File: src/rtl/apb_pkg.sv
// apb_pkg: shared definitions for the APB master bridge and the SPI-side
// APB slave decoder (state encoding, bus width defaults, register map).
package apb_pkg;

  // Bus width defaults used by both the master and the slave decoder.
  localparam int APB_ADDR_W_DEF = 16;
  localparam int APB_DATA_W_DEF = 8;

  // Bridge FSM encoding.
  typedef enum logic [1:0] {
    ST_IDLE   = 2'b00,
    ST_SETUP  = 2'b01,
    ST_ACCESS = 2'b10
  } apb_state_e;

  // SPI register map, word offsets carried in PADDR[5:2].
  // CMD (write side) and STATE (read side) share the last slot.
  localparam logic [3:0] APB_OFF_CONFIG = 4'd0;
  localparam logic [3:0] APB_OFF_TX     = 4'd1;
  localparam logic [3:0] APB_OFF_RX     = 4'd2;
  localparam logic [3:0] APB_OFF_CMD    = 4'd3;
  localparam logic [3:0] APB_OFF_STATE  = 4'd3;

  // Build a register address from a block base and a word offset.
  function automatic logic [APB_ADDR_W_DEF-1:0] apb_reg_addr(
    input logic [APB_ADDR_W_DEF-1:0] base,
    input logic [3:0]                off
  );
    return base | {10'd0, off, 2'b00};
  endfunction

endpackage

File: src/rtl/apb_wait_timer.sv
// apb_wait_timer: 8-bit ACCESS-phase wait counter. Cleared when a transfer
// is accepted, counts cycles in which the slave is not ready, and flags the
// cycle in which the count would reach LIMIT while still not ready.
module apb_wait_timer #(
  parameter int unsigned LIMIT = 16
) (
  input  logic clk_i,
  input  logic rst_ni,
  input  logic clear_i,
  input  logic en_i,
  output logic expired_o
);

  localparam logic [7:0] LAST_C = 8'(LIMIT - 1);

  logic [7:0] cnt_q;
  logic [7:0] cnt_d;

  // Next count: clear wins over increment, otherwise hold.
  always_comb begin
    cnt_d = cnt_q;
    if (clear_i) begin
      cnt_d = 8'd0;
    end else if (en_i) begin
      cnt_d = cnt_q + 8'd1;
    end else begin
      cnt_d = cnt_q;
    end
  end

  // Counter register.
  always_ff @(posedge clk_i or negedge rst_ni) begin
    if (!rst_ni) begin
      cnt_q <= 8'd0;
    end else begin
      cnt_q <= cnt_d;
    end
  end

  // This not-ready cycle is the LIMIT-th one: the transfer must abort.
  assign expired_o = en_i && (cnt_q == LAST_C);

endmodule

File: src/rtl/apb_master_bridge.sv
// apb_master_bridge: single-outstanding APB initiator. Converts a valid/ready
// command stream into SETUP/ACCESS transfers on PSEL0 and returns one
// response pulse per command (read data or write completion).
// Optional feature: define APB_MASTER_TIMEOUT_EN to abort an ACCESS phase
// after TIMEOUT_CYC not-ready cycles (response flagged with o_RSP_ERR).
module apb_master_bridge
  import apb_pkg::*;
#(
  parameter int ADDR_W      = APB_ADDR_W_DEF,
  parameter int DATA_W      = APB_DATA_W_DEF,
  parameter int TIMEOUT_CYC = 16
) (
  input  logic              i_PCLK,
  input  logic              i_PRESETn,
  input  logic              i_CMD_VALID,
  output logic              o_CMD_READY,
  input  logic              i_CMD_WRITE,
  input  logic [ADDR_W-1:0] i_CMD_ADDR,
  input  logic [DATA_W-1:0] i_CMD_WDATA,
  output logic              o_RSP_VALID,
  output logic [DATA_W-1:0] o_RSP_RDATA,
  output logic              o_RSP_ERR,
  output logic              o_PSEL0,
  output logic              o_PENABLE,
  output logic              o_PWRITE,
  output logic [ADDR_W-1:0] o_PADDR,
  output logic [DATA_W-1:0] o_PWDATA,
  input  logic [DATA_W-1:0] i_PRDATA,
  input  logic              i_PREADY
);

  apb_state_e        state_q, state_d;
  logic              psel_q, psel_d;
  logic              penable_q, penable_d;
  logic              pwrite_q, pwrite_d;
  logic [ADDR_W-1:0] paddr_q, paddr_d;
  logic [DATA_W-1:0] pwdata_q, pwdata_d;
  logic              rsp_valid_q, rsp_valid_d;
  logic [DATA_W-1:0] rsp_rdata_q, rsp_rdata_d;
  logic              rsp_err_q, rsp_err_d;
  logic              cmd_ready_s;
  logic              timeout_s;

  // Ready only from registered state, so there is no path from i_CMD_VALID.
  assign cmd_ready_s = (state_q == ST_IDLE) && !rsp_valid_q;

`ifdef APB_MASTER_TIMEOUT_EN
  logic timer_clear_s;
  logic timer_en_s;

  assign timer_clear_s = (state_q == ST_IDLE) && i_CMD_VALID && cmd_ready_s;
  assign timer_en_s    = (state_q == ST_ACCESS) && !i_PREADY;

  apb_wait_timer #(
    .LIMIT (TIMEOUT_CYC)
  ) u_wait_timer (
    .clk_i     (i_PCLK),
    .rst_ni    (i_PRESETn),
    .clear_i   (timer_clear_s),
    .en_i      (timer_en_s),
    .expired_o (timeout_s)
  );
`else
  logic [7:0] unused_timeout_cyc_s;

  assign unused_timeout_cyc_s = 8'(TIMEOUT_CYC);
  assign timeout_s            = 1'b0;
`endif

  // Next-state and next-output decode for the SETUP/ACCESS sequence.
  always_comb begin
    state_d     = state_q;
    psel_d      = psel_q;
    penable_d   = penable_q;
    pwrite_d    = pwrite_q;
    paddr_d     = paddr_q;
    pwdata_d    = pwdata_q;
    rsp_valid_d = 1'b0;
    rsp_rdata_d = rsp_rdata_q;
    rsp_err_d   = 1'b0;

    case (state_q)
      ST_IDLE: begin
        psel_d    = 1'b0;
        penable_d = 1'b0;
        if (i_CMD_VALID && cmd_ready_s) begin
          paddr_d  = i_CMD_ADDR;
          pwrite_d = i_CMD_WRITE;
          if (i_CMD_WRITE) begin
            pwdata_d = i_CMD_WDATA;
          end else begin
            pwdata_d = '0;
          end
          psel_d  = 1'b1;
          state_d = ST_SETUP;
        end else begin
          state_d = ST_IDLE;
        end
      end

      ST_SETUP: begin
        psel_d    = 1'b1;
        penable_d = 1'b1;
        state_d   = ST_ACCESS;
      end

      ST_ACCESS: begin
        // A ready slave takes precedence over a timeout in the same cycle.
        if (i_PREADY) begin
          psel_d      = 1'b0;
          penable_d   = 1'b0;
          rsp_valid_d = 1'b1;
          rsp_err_d   = 1'b0;
          if (pwrite_q) begin
            rsp_rdata_d = '0;
          end else begin
            rsp_rdata_d = i_PRDATA;
          end
          state_d = ST_IDLE;
        end else if (timeout_s) begin
          psel_d      = 1'b0;
          penable_d   = 1'b0;
          rsp_valid_d = 1'b1;
          rsp_err_d   = 1'b1;
          rsp_rdata_d = '0;
          state_d     = ST_IDLE;
        end else begin
          psel_d    = 1'b1;
          penable_d = 1'b1;
          state_d   = ST_ACCESS;
        end
      end

      default: begin
        psel_d    = 1'b0;
        penable_d = 1'b0;
        state_d   = ST_IDLE;
      end
    endcase
  end

  // State and registered bus/response outputs.
  always_ff @(posedge i_PCLK or negedge i_PRESETn) begin
    if (!i_PRESETn) begin
      state_q     <= ST_IDLE;
      psel_q      <= 1'b0;
      penable_q   <= 1'b0;
      pwrite_q    <= 1'b0;
      paddr_q     <= '0;
      pwdata_q    <= '0;
      rsp_valid_q <= 1'b0;
      rsp_rdata_q <= '0;
      rsp_err_q   <= 1'b0;
    end else begin
      state_q     <= state_d;
      psel_q      <= psel_d;
      penable_q   <= penable_d;
      pwrite_q    <= pwrite_d;
      paddr_q     <= paddr_d;
      pwdata_q    <= pwdata_d;
      rsp_valid_q <= rsp_valid_d;
      rsp_rdata_q <= rsp_rdata_d;
      rsp_err_q   <= rsp_err_d;
    end
  end

  assign o_CMD_READY = cmd_ready_s;
  assign o_PSEL0     = psel_q;
  assign o_PENABLE   = penable_q;
  assign o_PWRITE    = pwrite_q;
  assign o_PADDR     = paddr_q;
  assign o_PWDATA    = pwdata_q;
  assign o_RSP_VALID = rsp_valid_q;
  assign o_RSP_RDATA = rsp_rdata_q;
  assign o_RSP_ERR   = rsp_err_q;

endmodule
File: config.mk
export PLATFORM = sky130hd
export DESIGN_NAME = apb_master_bridge
export DESIGN_NICKNAME = d
export VERILOG_FILES = /design/src/rtl/apb_pkg.sv /design/src/rtl/apb_wait_timer.sv /design/src/rtl/apb_master_bridge.sv
export SDC_FILE = /design/constraint.sdc
export NUM_CORES = 1
export LEC_CHECK = 0
export CAP_MARGIN = 15
export CORE_UTILIZATION = 41
export DETAILED_ROUTE_END_ITERATION = 10
export GPL_TIMING_DRIVEN = 0
export PLACE_DENSITY = 0.81
export SETUP_SLACK_MARGIN = 0.05
export SLEW_MARGIN = 15
export SYNTH_ARGS = -nofsm -noshare
export SYNTH_HDL_FRONTEND = slang
export SYNTH_SLANG_ARGS = --single-unit
File: constraint.sdc
create_clock -name i_PCLK -period 1.75 [get_ports i_PCLK]
set_clock_uncertainty 0.1 [all_clocks]
set_input_delay 0.35 -clock i_PCLK [delete_from_list [all_inputs] [get_ports i_PCLK]]
set_output_delay 0.35 -clock i_PCLK [all_outputs]
set_load 0.005 [all_outputs]
==> impl_metrics.csv <==
group,metric,value,unit
power_and_ir_drop,finalPower,4.33,mW
clock_tree,cts_buffer_depth,2,
power_and_ir_drop,leakage,1.24,nW
setup_path,reg2reg_from,"state_q[1]",
final_layout,post_layout_nonfiller_instances,252,
yosys,synth_cell_types,19,
yosys,synthCells,117,
setup_path,cp.required,1.30,ns
route,drt_pass1_iterations,4,
power_and_ir_drop,p_switching,1.13,mW
clock_tree,htree_levels,2,
global_routing,grt.total_usage,18.0,%
yosys,syn_area_per_cell,14.0,um^2
die,die_h,65.2,um
power_and_ir_drop,intPower,3.20,mW
setup_path,cp.buffers_inverters,1,
setup_path,worstSetupPathType,"flop to output port",
setup_path,crit_path_end_kind,"output port",
clock_tree,cts.sinks,38,
final_layout,final_nets,244,
power_and_ir_drop,seq_power_share,34.6,%
clock_tree,cts_buffers,5,
placement,finalWeightedCongestion,0.648,
power_and_ir_drop,p_comb_share,44.4,%
global_routing,grt_pass1_vias,1231,
placement,placed_cells_incl_taps,238,
die,die_area,4250,um^2
yosys,ys_seq_area_share,58.1,%
setup_path,crit_arrival,1.19,ns
power_and_ir_drop,peakVddDrop,814,uV
route,vias_per_cell,4.62,
yosys,ys_top_cells_by_count,"dfrtp_1, mux2_2, inv_1, mux2_4",
yosys,synth_most_common_cell,"dfrtp_1",
setup_path,worstPathCellList,"clkdlybuf4s50_1",
route,drt_iter0_drc,8,
clock_tree,tritoncts,"built",
timing,fin_crit,1.64,ns
worst_hold_path,hold_path.class,"input pin to async pin",
final_layout,num_antenna_cells,0,
power_and_ir_drop,powerDensity,1640,nW/um^2
yosys,synth_async_sr_flop_share,100,%
route,vias,1164,
route,ant_nets,0,
yosys,ys_ff_latch,38,
yosys,synth.largest_area_cell,"dfrtp_1",
yosys,netlist_area,1640,um^2
route,wl_per_cell,13.5,um
die,fp.coreArea,3740,um^2
yosys,synth_ff_type,"dfrtp_1",
timing,rsz0062_at_grt,"false",
yosys,yosysTopAreaCellShare,58.1,%
placement,place_hpwl,2370,um
clock_tree,insertion_delay,0.29,ns
setup_path,endpoint,"o_RSP_VALID",
yosys,ys_warn_count,0,
clock_tree,ctsRootBufferMaster,"clkbuf_8",
power_and_ir_drop,netSwitchingFraction,26.1,%
final_layout,design_area,2640,um^2
global_routing,grt_max_degree,38,
setup_path,crit_family,"buffers and inverters",
yosys,synth_edf_count,0,
setup_path,reg2reg_to,"o_PADDR[8]",
route,totalWireLength,3400,um
route,drc,0,
global_routing,antenna_found_initial,0,
timing,timing.final.crit_share,93.8,%
status,status,"complete, no violations",
setup_path,crit_slowest_cell,"clkdlybuf4s50_1",
placement,placed_cell_area,2430,um^2
setup_path,rrSetupSlack,0.13,ns
final_layout,syn_to_final_growth,61.0,%
die,initial_core_util,43.8,%
yosys,synth_area_leaders,"dfrtp_1, mux2_2, mux2_4",
placement,port_buffers,72,
global_routing,grt_remaining_overflow,0,
timing,slew_viol_final,0,
timing,setup_ws,0.109,ns
global_routing,grt_pass1_wl,5600,um
setup_path,crit_path_start_kind,"flop",
timing,max_clock_freq,609,MHz
die,row_count,22,
setup_path,max_stage_delay,0.52,ns
die,die_x,65.2,um
timing,setup_viol,0,
setup_path,path_max_fanout,3,
setup_path,path_depth,1,
clock_tree,path_clk_slew,0.08,ns
yosys,synth_nets,158,
final_layout,drive_above_1_share,25.5,%
timing,fin_setup_tns,0,ns
die,io_pins,75,
run,cap_violations,0,
setup_path,worstSetupStartpoint,"o_RSP_VALID",
timing,finalHoldViolCount,0,
setup_path,ff2ff_path_depth,7,
placement,dp_slack,-0.0933,ns
power_and_ir_drop,p_clk_share,21.0,%
==> cells in the final DEF, fill, tap and decap left out, drive strengths merged, types with 2 or more instances in the layout <==
master,count
ha,4
nor2b,9
clkdlybuf4s50,70
inv,12
clkbuf,6
nand2,9
bufinv,2
dfrtp,38
mux2,25
mux2i,8
buf,13
==> worst min-delay path by stage <==
stage	start	to	slack (ns)
floorplan	i_PRESETn	o_PADDR[0]	-0.05
global placement	o_RSP_RDATA[7]	o_RSP_RDATA[7]	0.39
detailed placement	i_PRESETn	o_PWDATA[4]	0.05
CTS	i_PRESETn	o_PWDATA[4]	0.27
global route	i_PRESETn	o_PWDATA[4]	0.29
finish	i_PRESETn	o_PWDATA[4]	0.29
==> cell type report <==
cell class	instances	area (um^2)
clock buffer	6	82.6
timing repair buffer	79	778
multi-input combinational	62	609
inverter	12	45.0
clock inverter	2	60.1
buffer	5	50.0
tap	48	60.1
fill	298	1110
sequential	38	952
==> per-layer routing <==
layer | vias up | track usage (%) | wire length [um]
li1 | 544 | - | -
met1 | 558 | 20.8 | 1310
met2 | 57 | 30.2 | 1710
met3 | 5 | 5.73 | 313
met4 | 0 | 8.15 | 56
met5 | - | 0 | 0
==> logic make-up after synthesis <==
group / count (synthesis) / synth area share (%)
adder cells (fa/ha/maj): 4 / 3.06
AND/OR/NAND/NOR: 21 / 7.33
buffers and inverters: 17 / 5.81
other: 1 / 0.229
multiplexers: 33 / 24.4
flip-flops: 38 / 58.1
AO/OA/AOI/OAI: 3 / 1.15
==> per-stage QoR <==
step	hold WS, ns	util (%)
floorplan	-0.0456	-
global placement	0.387	64.6
detailed placement	0.0518	65.0
CTS	0.268	70.2
global route	0.290	70.5
finish	0.287	70.5
==> power by group through the flow <==
stage               Combinational (mW)  Clock [mW]  Sequential (mW)
global placement                  1.76           0             1.52
floorplan                        0.770           0             1.54
finish                            1.93       0.909             1.50
detailed placement                1.82           0             1.53
global route                      2.08       0.966             1.55
CTS                               1.94       0.932             1.50
==> timing repair <==
item,4_1_cts,5_1_grt
gates resized for setup,9,2
pin swaps,0,1
endpoints found under the hold margin,38,0
setup endpoints to repair,2,9
buffers inserted,3,2
cloned,0,0
hold buffers,1,0
==> flip-flops by register name, indices dropped and copies added, names as in the netlist <==
name and flops:
o_PWDATA 8, o_PADDR 16, o_RSP_RDATA 8, o_PWRITE 1, o_RSP_VALID 1, state_q 2, o_PSEL0 1, o_PENABLE 1
Power figures use the tool's default switching activity.
